==> config.mk <==
export PLATFORM = sky130hd
export DESIGN_NAME = sha256_msg_padder_flat
export DESIGN_NICKNAME = d
export VERILOG_FILES = /design/src/rtl/sha256_pkg.sv /design/src/rtl/sha256_msg_padder_if.sv /design/src/rtl/sha256_block_buffer.sv /design/src/rtl/sha256_msg_padder.sv /design/src/flat_wrapper.sv
export SDC_FILE = /design/constraint.sdc
export NUM_CORES = 1
export LEC_CHECK = 0
export BUFFER_PORTS_ARGS = -buffer_cell sky130_fd_sc_hd__buf_2
export CORE_MARGIN = 5
export CORE_UTILIZATION = 58
export CTS_BUF_LIST = sky130_fd_sc_hd__clkbuf_8 sky130_fd_sc_hd__clkbuf_16
export CTS_CLUSTER_DIAMETER = 150
export DETAILED_ROUTE_END_ITERATION = 8
export PLACE_DENSITY = 0.86
export SKIP_LAST_GASP = 1
export SYNTH_ARGS = -nofsm -noshare
export SYNTH_HDL_FRONTEND = slang
export SYNTH_HIERARCHICAL = 1
export SYNTH_SLANG_ARGS = --single-unit
==> constraint.sdc <==
create_clock -name clk -period 18.19 [get_ports clk]
set_input_delay 1.819 -clock clk [delete_from_list [all_inputs] [get_ports clk]]
set_output_delay 1.819 -clock clk [all_outputs]
set_load 0.1 [all_outputs]
==> src/rtl/sha256_pkg.sv <==
// Shared constants and state encoding for the SHA-256 message padder.
package sha256_pkg;

  localparam int BLOCK_BITS      = 512;
  localparam int BLOCK_BYTES     = 64;
  localparam int LEN_FIELD_BYTES = 8;
  localparam int MAX_TAIL_BYTES  = 55;
  localparam logic [7:0] PAD_BYTE = 8'h80;

  typedef enum logic [1:0] {
    FILL,
    OUT,
    PAD
  } padder_state_t;

endpackage

==> src/rtl/sha256_msg_padder_if.sv <==
// Byte-stream input and padded-block output of the SHA-256 message padder.
interface sha256_msg_padder_if #(
  parameter int BYTES_PER_BEAT = 1
);
  localparam int IBW = $clog2(BYTES_PER_BEAT + 1);

  logic                        in_valid;
  logic                        in_ready;
  logic [8*BYTES_PER_BEAT-1:0] in_data;
  logic                        in_last;
  logic [IBW-1:0]              in_bytes;
  logic                        blk_valid;
  logic                        blk_ready;
  logic [511:0]                blk_data;
  logic                        blk_last;

  modport master (
    output in_valid, in_data, in_last, in_bytes, blk_ready,
    input  in_ready, blk_valid, blk_data, blk_last
  );

  modport slave (
    input  in_valid, in_data, in_last, in_bytes, blk_ready,
    output in_ready, blk_valid, blk_data, blk_last
  );
endinterface

==> src/rtl/sha256_block_buffer.sv <==
// 64-byte block register: per-byte writes, bulk clear, and a length-field
// write into bytes 56..63 that takes priority over the byte writes.
module sha256_block_buffer
  import sha256_pkg::*;
(
  input  logic                               clk,
  input  logic                               rst,
  input  logic                               clr,
  input  logic [BLOCK_BYTES-1:0]             byte_we,
  input  logic [0:BLOCK_BYTES-1][7:0]        byte_wd,
  input  logic                               len_we,
  input  logic [63:0]                        len_val,
  output logic [BLOCK_BITS-1:0]              data
);

  localparam int LEN_BASE = BLOCK_BYTES - LEN_FIELD_BYTES;

  // Byte 0 is the leftmost element, so it lands in data[511:504].
  logic [0:BLOCK_BYTES-1][7:0] mem;

  // NOTE: this storage is reset because blk_data must read zero out of reset
  // and a mid-message reset must discard the partial block.
  always_ff @(posedge clk or posedge rst) begin
    if (rst) begin
      mem <= '0;
    end else begin
      for (int i = 0; i < BLOCK_BYTES; i++) begin
        if (len_we && i >= LEN_BASE)
          mem[i] <= len_val[8*(BLOCK_BYTES-1-i) +: 8];
        else if (byte_we[i])
          mem[i] <= byte_wd[i];
        else if (clr)
          mem[i] <= '0;
      end
    end
  end

  assign data = mem;

endmodule

==> src/rtl/sha256_msg_padder.sv <==
// Streaming SHA-256 pre-processor: packs message bytes into 512-bit blocks
// and appends the 0x80 marker, zero fill and 64-bit big-endian bit length.
module sha256_msg_padder
  import sha256_pkg::*;
#(
  parameter int BYTES_PER_BEAT = 1,
  parameter int LEN_W          = 64
) (
  input  logic                clk,
  input  logic                rst,
  sha256_msg_padder_if.slave  bus,
  output logic                busy
);

  localparam int IBW = $clog2(BYTES_PER_BEAT + 1);
  localparam int BW  = 8 * BYTES_PER_BEAT;

  padder_state_t state, state_nxt;
  logic [6:0]       ptr, ptr_nxt;
  logic [LEN_W-1:0] len, len_nxt;
  logic             pad_pend, pad_pend_nxt;
  logic             len_pend, len_pend_nxt;
  logic             blk_last_q, blk_last_nxt;

  logic [6:0]       n, p;
  logic [LEN_W-1:0] len_sum;
  logic [BW-1:0]    beat_sh;

  logic                        clr, len_we;
  logic [BLOCK_BYTES-1:0]      byte_we;
  logic [0:BLOCK_BYTES-1][7:0] byte_wd;
  logic [63:0]                 len_val;

  assign n = !bus.in_last                          ? 7'(BYTES_PER_BEAT) :
             (bus.in_bytes > IBW'(BYTES_PER_BEAT)) ? 7'(BYTES_PER_BEAT) :
                                                     7'(bus.in_bytes);
  assign p       = ptr + n;
  assign len_sum = len + (LEN_W'(n) << 3);

  // NOTE: every signal driven here gets a default first so no path leaves a
  // latch behind.
  always_comb begin
    state_nxt    = state;
    ptr_nxt      = ptr;
    len_nxt      = len;
    pad_pend_nxt = pad_pend;
    len_pend_nxt = len_pend;
    blk_last_nxt = blk_last_q;
    clr          = 1'b0;
    len_we       = 1'b0;
    len_val      = 64'(len);
    byte_we      = '0;
    byte_wd      = '0;
    beat_sh      = '0;

    unique case (state)
      FILL: begin
        if (bus.in_valid) begin
          ptr_nxt = p;
          len_nxt = len_sum;
          // Beat bytes fill [ptr, p); a last beat also gets the marker at p
          // and zeros after it.
          for (int i = 0; i < BLOCK_BYTES; i++) begin
            if (i >= int'(ptr) && i < int'(p)) begin
              beat_sh    = bus.in_data << (8 * (i - int'(ptr)));
              byte_we[i] = 1'b1;
              byte_wd[i] = beat_sh[BW-1 -: 8];
            end else if (bus.in_last && i == int'(p)) begin
              byte_we[i] = 1'b1;
              byte_wd[i] = PAD_BYTE;
            end else if (bus.in_last && i > int'(p)) begin
              byte_we[i] = 1'b1;
            end
          end
          if (!bus.in_last) begin
            if (p == 7'(BLOCK_BYTES)) begin
              state_nxt    = OUT;
              blk_last_nxt = 1'b0;
              ptr_nxt      = '0;
            end
          end else begin
            state_nxt = OUT;
            ptr_nxt   = '0;
            if (p == 7'(BLOCK_BYTES)) begin
              blk_last_nxt = 1'b0;
              pad_pend_nxt = 1'b1;
              len_pend_nxt = 1'b1;
            end else if (p <= 7'(MAX_TAIL_BYTES)) begin
              blk_last_nxt = 1'b1;
              len_we       = 1'b1;
              len_val      = 64'(len_sum);
            end else begin
              blk_last_nxt = 1'b0;
              len_pend_nxt = 1'b1;
            end
          end
        end
      end

      OUT: begin
        if (bus.blk_ready) begin
          clr = 1'b1;
          if (blk_last_q) begin
            state_nxt    = FILL;
            ptr_nxt      = '0;
            len_nxt      = '0;
            pad_pend_nxt = 1'b0;
            len_pend_nxt = 1'b0;
            blk_last_nxt = 1'b0;
          end else if (pad_pend || len_pend) begin
            state_nxt = PAD;
          end else begin
            state_nxt = FILL;
          end
        end
      end

      PAD: begin
        clr          = 1'b1;
        byte_we[0]   = 1'b1;
        byte_wd[0]   = pad_pend ? PAD_BYTE : 8'h00;
        len_we       = 1'b1;
        state_nxt    = OUT;
        blk_last_nxt = 1'b1;
        pad_pend_nxt = 1'b0;
        len_pend_nxt = 1'b0;
      end

      default: state_nxt = FILL;
    endcase
  end

  // NOTE: sequential state uses non-blocking assignments so every register
  // samples the pre-edge values computed above.
  always_ff @(posedge clk or posedge rst) begin
    if (rst) begin
      state      <= FILL;
      ptr        <= '0;
      len        <= '0;
      pad_pend   <= 1'b0;
      len_pend   <= 1'b0;
      blk_last_q <= 1'b0;
    end else begin
      state      <= state_nxt;
      ptr        <= ptr_nxt;
      len        <= len_nxt;
      pad_pend   <= pad_pend_nxt;
      len_pend   <= len_pend_nxt;
      blk_last_q <= blk_last_nxt;
    end
  end

  sha256_block_buffer u_buf (
    .clk     (clk),
    .rst     (rst),
    .clr     (clr),
    .byte_we (byte_we),
    .byte_wd (byte_wd),
    .len_we  (len_we),
    .len_val (len_val),
    .data    (bus.blk_data)
  );

  assign bus.in_ready  = (state == FILL);
  assign bus.blk_valid = (state == OUT);
  assign bus.blk_last  = blk_last_q;
  assign busy          = (ptr != '0) || (state != FILL);

endmodule
==> src/flat_wrapper.sv <==
// flat-port wrapper written by rule: the top's interface ports become plain ports
module sha256_msg_padder_flat import sha256_pkg::*;
#(
  parameter int BYTES_PER_BEAT = 1,
  parameter int LEN_W          = 64
)
  (clk, rst, busy, bus_in_valid, bus_in_data, bus_in_last, bus_in_bytes, bus_blk_ready, bus_in_ready, bus_blk_valid, bus_blk_data, bus_blk_last);
  sha256_msg_padder_if #(.BYTES_PER_BEAT(BYTES_PER_BEAT)) bus_i ();
  input  logic clk;
  input  logic rst;
  output logic busy;
  input wire logic [$bits(bus_i.in_valid)-1:0] bus_in_valid;
  input wire logic [$bits(bus_i.in_data)-1:0] bus_in_data;
  input wire logic [$bits(bus_i.in_last)-1:0] bus_in_last;
  input wire logic [$bits(bus_i.in_bytes)-1:0] bus_in_bytes;
  input wire logic [$bits(bus_i.blk_ready)-1:0] bus_blk_ready;
  output wire logic [$bits(bus_i.in_ready)-1:0] bus_in_ready;
  output wire logic [$bits(bus_i.blk_valid)-1:0] bus_blk_valid;
  output wire logic [$bits(bus_i.blk_data)-1:0] bus_blk_data;
  output wire logic [$bits(bus_i.blk_last)-1:0] bus_blk_last;
  assign bus_i.in_valid = bus_in_valid;
  assign bus_i.in_data = bus_in_data;
  assign bus_i.in_last = bus_in_last;
  assign bus_i.in_bytes = bus_in_bytes;
  assign bus_i.blk_ready = bus_blk_ready;
  assign bus_in_ready = bus_i.in_ready;
  assign bus_blk_valid = bus_i.blk_valid;
  assign bus_blk_data = bus_i.blk_data;
  assign bus_blk_last = bus_i.blk_last;
  sha256_msg_padder #(.BYTES_PER_BEAT(BYTES_PER_BEAT), .LEN_W(LEN_W)) u_core (.clk(clk), .rst(rst), .bus(bus_i), .busy(busy));
endmodule
==> results.yml <==
outcome:
  outcome: "completed"
synthesis:
  synth_edf_count: 0
  ys_warn_count: 6
  synthFlopType: "dfrtp_1"
  avgSynthCellArea_um2: 8.27
  syn_inst: 4096
  synth-seq-cells: 585
  yosysUniqueCellTypes: 98
  netlist_area_um2: 33900
  async_flop_share: 1.00
  ys_seq_area_frac: 0.432
place:
  gp_congestion: 1.13
  placed_area_um2: 37100
  dpl.hpwl_mm: 107
  io_buffers: 529
timing:
  period_share: 0.367
  fin_tns_setup_ps: 0
  finalCriticalPeriod_ps: 6670
  tightest_slew_ps: 1420
  finalSetupViolations: 0
  hold_violations: 0
  rsz0062_at_grt: "no"
  slew_viol_final: 0
  fin_hold_ws_ps: 493
  max_freq_mhz: 150
  finalClockSkew_ps: 18.9
  relSlewSlack: 0.0460
detailed_routing:
  wirelength_mm: 156
  vias: 36063
  dr.pass1.iters: 7
  drtIter0Drc: 5976
  wire_per_inst_um: 29.5
  drcViolationCount: 0
  via_per_inst: 6.84
  antenna_left: 0
setup_path:
  r2r_setup_slack_ps: 12630
  crit_end: "u_core/u_buf/data[308]"
  worst-r2r-cell-count: 12
  cp-startpoint: "bus_in_last"
  r2r_start: "u_core/ptr[4]"
  critPathMaxFanout: 37
  r2r-end: "u_core/u_buf/data[14]"
  crit_required_ps: 18640
  arrival_ps: 7120
  end_kind: "register"
  start_kind: "primary input"
  crit_type: "in2reg"
floorplanning:
  die_y_um: 252
  num_io_pins: 530
  start_util: 0.586
  dieWidth_um: 252
  rows: 88
  dieArea_um2: 63400
  core_um2: 57800
cts:
  htree_levels: 2
  clk_pin_slew_worst_paths_ps: 60
  cts_resized: 0
  postCtsHoldBufs: 0
  tritoncts: "yes"
  root_buffer: "clkbuf_16"
  ctsLongestPathBuffers: 3
  worstSkewPairLatency_ps: 640
  post-cts-setup-buffers: 0
  numCtsBuffers: 57
  clock_sinks: 585
grt:
  grt_overflow: 0
  grt_pass1_wl_mm: 226
  grtUsageTotal: 0.469
  grt_max_degree: 242
  first_global_vias: 34110
  antenna_found_initial: 8
pwr:
  leakage_nw: 17.9
  ir_drop_v: 0.000250
  power_density_nw_per_um2: 115
cells_and_area:
  fin_util: 0.677
  design_area_um2: 39100
  syn_to_final_growth_pct: 15.4
  fin_nets: 4503
  drive_above_1_share: 0.182
hold_path:
  min_path_type: "reg2reg"
  holdPathStages: 1
job:
  cap_viol_max_count: 0
-- state kept, by name, indices dropped and copies added (netlist names) --
name                 count
u_core/bus.blk_last      1
u_core/len              61
u_core/state             2
u_core/pad_pend          1
u_core/ptr               7
u_core/u_buf/data      512
u_core/len_pend          1
-- area by class of cell --
type                    instances  area (um2)
diodes                          2        5.00
clock buffers                  73        1670
clock inverters                30         330
fillers                      4331       18700
inverters                      30         120
multi-input cells            3153       17900
flip-flops and latches        585       14600
well taps                     765         957
repair buffers                636        3460
-- cells in the final DEF (no fill, tap or decap), types with 19 or more instances in the layout --
| cell | synthesis | layout |
|---|---|---|
| a21o_1 | 19 | 19 |
| a21oi_1 | 246 | 245 |
| a22o_1 | 208 | 208 |
| a31oi_1 | 27 | 27 |
| and2_1 | 22 | 21 |
| and3_1 | 25 | 25 |
| buf_2 | 59 | 529 |
| buf_4 | 4 | 106 |
| clkbuf_16 | 0 | 59 |
| dfrtp_1 | 585 | 581 |
| ha_1 | 26 | 26 |
| inv_1 | 25 | 31 |
| nand2_1 | 463 | 454 |
| nand2b_1 | 266 | 266 |
| nand3_1 | 99 | 99 |
| nand4_1 | 53 | 53 |
| nor2_1 | 644 | 642 |
| nor2b_1 | 86 | 85 |
| nor3_1 | 74 | 72 |
| o21ai_0 | 368 | 361 |
| o21ai_1 | 17 | 24 |
| o22ai_1 | 39 | 38 |
| o31ai_1 | 25 | 21 |
| or3b_1 | 64 | 64 |
| xnor2_1 | 66 | 63 |
| xor2_1 | 46 | 46 |
-- per-stage QoR --
stage                     instances  power (W)  setup WS (ps)
after floorplan                4098    0.00273           2070
after global placement         5169    0.00318          11340
after global routing           5274    0.00462          11450
final                          5274    0.00452          11520
after CTS                      5272    0.00445          11850
after detailed placement       5169    0.00319          11260
-- cell usage after synthesis (22+ instances only) --
library cell  count  area, um2
o21ai_0         368       1840
ha_1             26        325
nor2_1          644       2420
nor2b_1          86        538
o22ai_1          39        244
nor3_1           74        370
a31oi_1          27        169
nand4_1          53        332
nand3_1          99        495
dfrtp_1         585      14600
inv_1            25       93.8
xor2_1           46        403
and2_1           22        138
buf_2            59        295
a22o_1          208       1820
o31ai_1          25        188
xnor2_1          66        578
nand2_1         463       1740
a21oi_1         246       1230
and3_1           25        156
buf_1            23       86.3
nand2b_1        266       1660
clkbuf_1        232        871
or3b_1           64        561
-- where the power goes --
part / leakage, nW / total [W] / internal, W / switching, W
Sequential: 8.05 / 0.00145 / 0.00139 / 0.0000620
Clock: 1.02 / 0.00127 / 0.000742 / 0.000531
Combinational: 8.80 / 0.00180 / 0.000346 / 0.00145
-- critical path, cell delays in order --
cell and delay (ps):
buf_2 100, buf_4 310, nand2b_1 200, ha_1 350
ha_1 700, nand2_1 300, xnor2_2 620, buf_4 310
nand2_1 410, o21ai_0 690, mux2i_1 160, nor2_1 760
nand2b_1 220, o21ai_0 110
-- how the worst min path moves through the flow --
stage	start	end	slack, ps
after detailed placement	u_core/u_buf/data[420]	u_core/u_buf/data[420]	470
after floorplan	u_core/len[62]	u_core/len[62]	470
final	u_core/u_buf/data[127]	u_core/u_buf/data[127]	490
after global routing	u_core/u_buf/data[495]	u_core/u_buf/data[495]	500
after CTS	u_core/u_buf/data[420]	u_core/u_buf/data[420]	490
after global placement	u_core/u_buf/data[422]	u_core/u_buf/data[422]	480
-- cell families after synthesis --
family                     after synthesis  share of synthesized area
adders and majority gates               26                    0.00960
DFF                                    585                      0.432
AOI/OAI and AO/OA                     1096                      0.206
muxes                                   17                    0.00517
other                                    1                   0.000111
and+or+nand+nor                       1897                      0.273
xor gates and xnor gates               114                     0.0299
buffers and inverters                  360                     0.0440
-- routing by layer --
layer  global-route usage  vias to the layer above  part of all wire
met5              0.00902                        -            0.0011
met4                0.264                       15             0.071
li1                     -                    14975                 -
met2                0.694                     3130              0.43
met1                0.623                    17221              0.36
met3                0.135                      722              0.14
No activity file was read; power rests on OpenSTA's default activity.
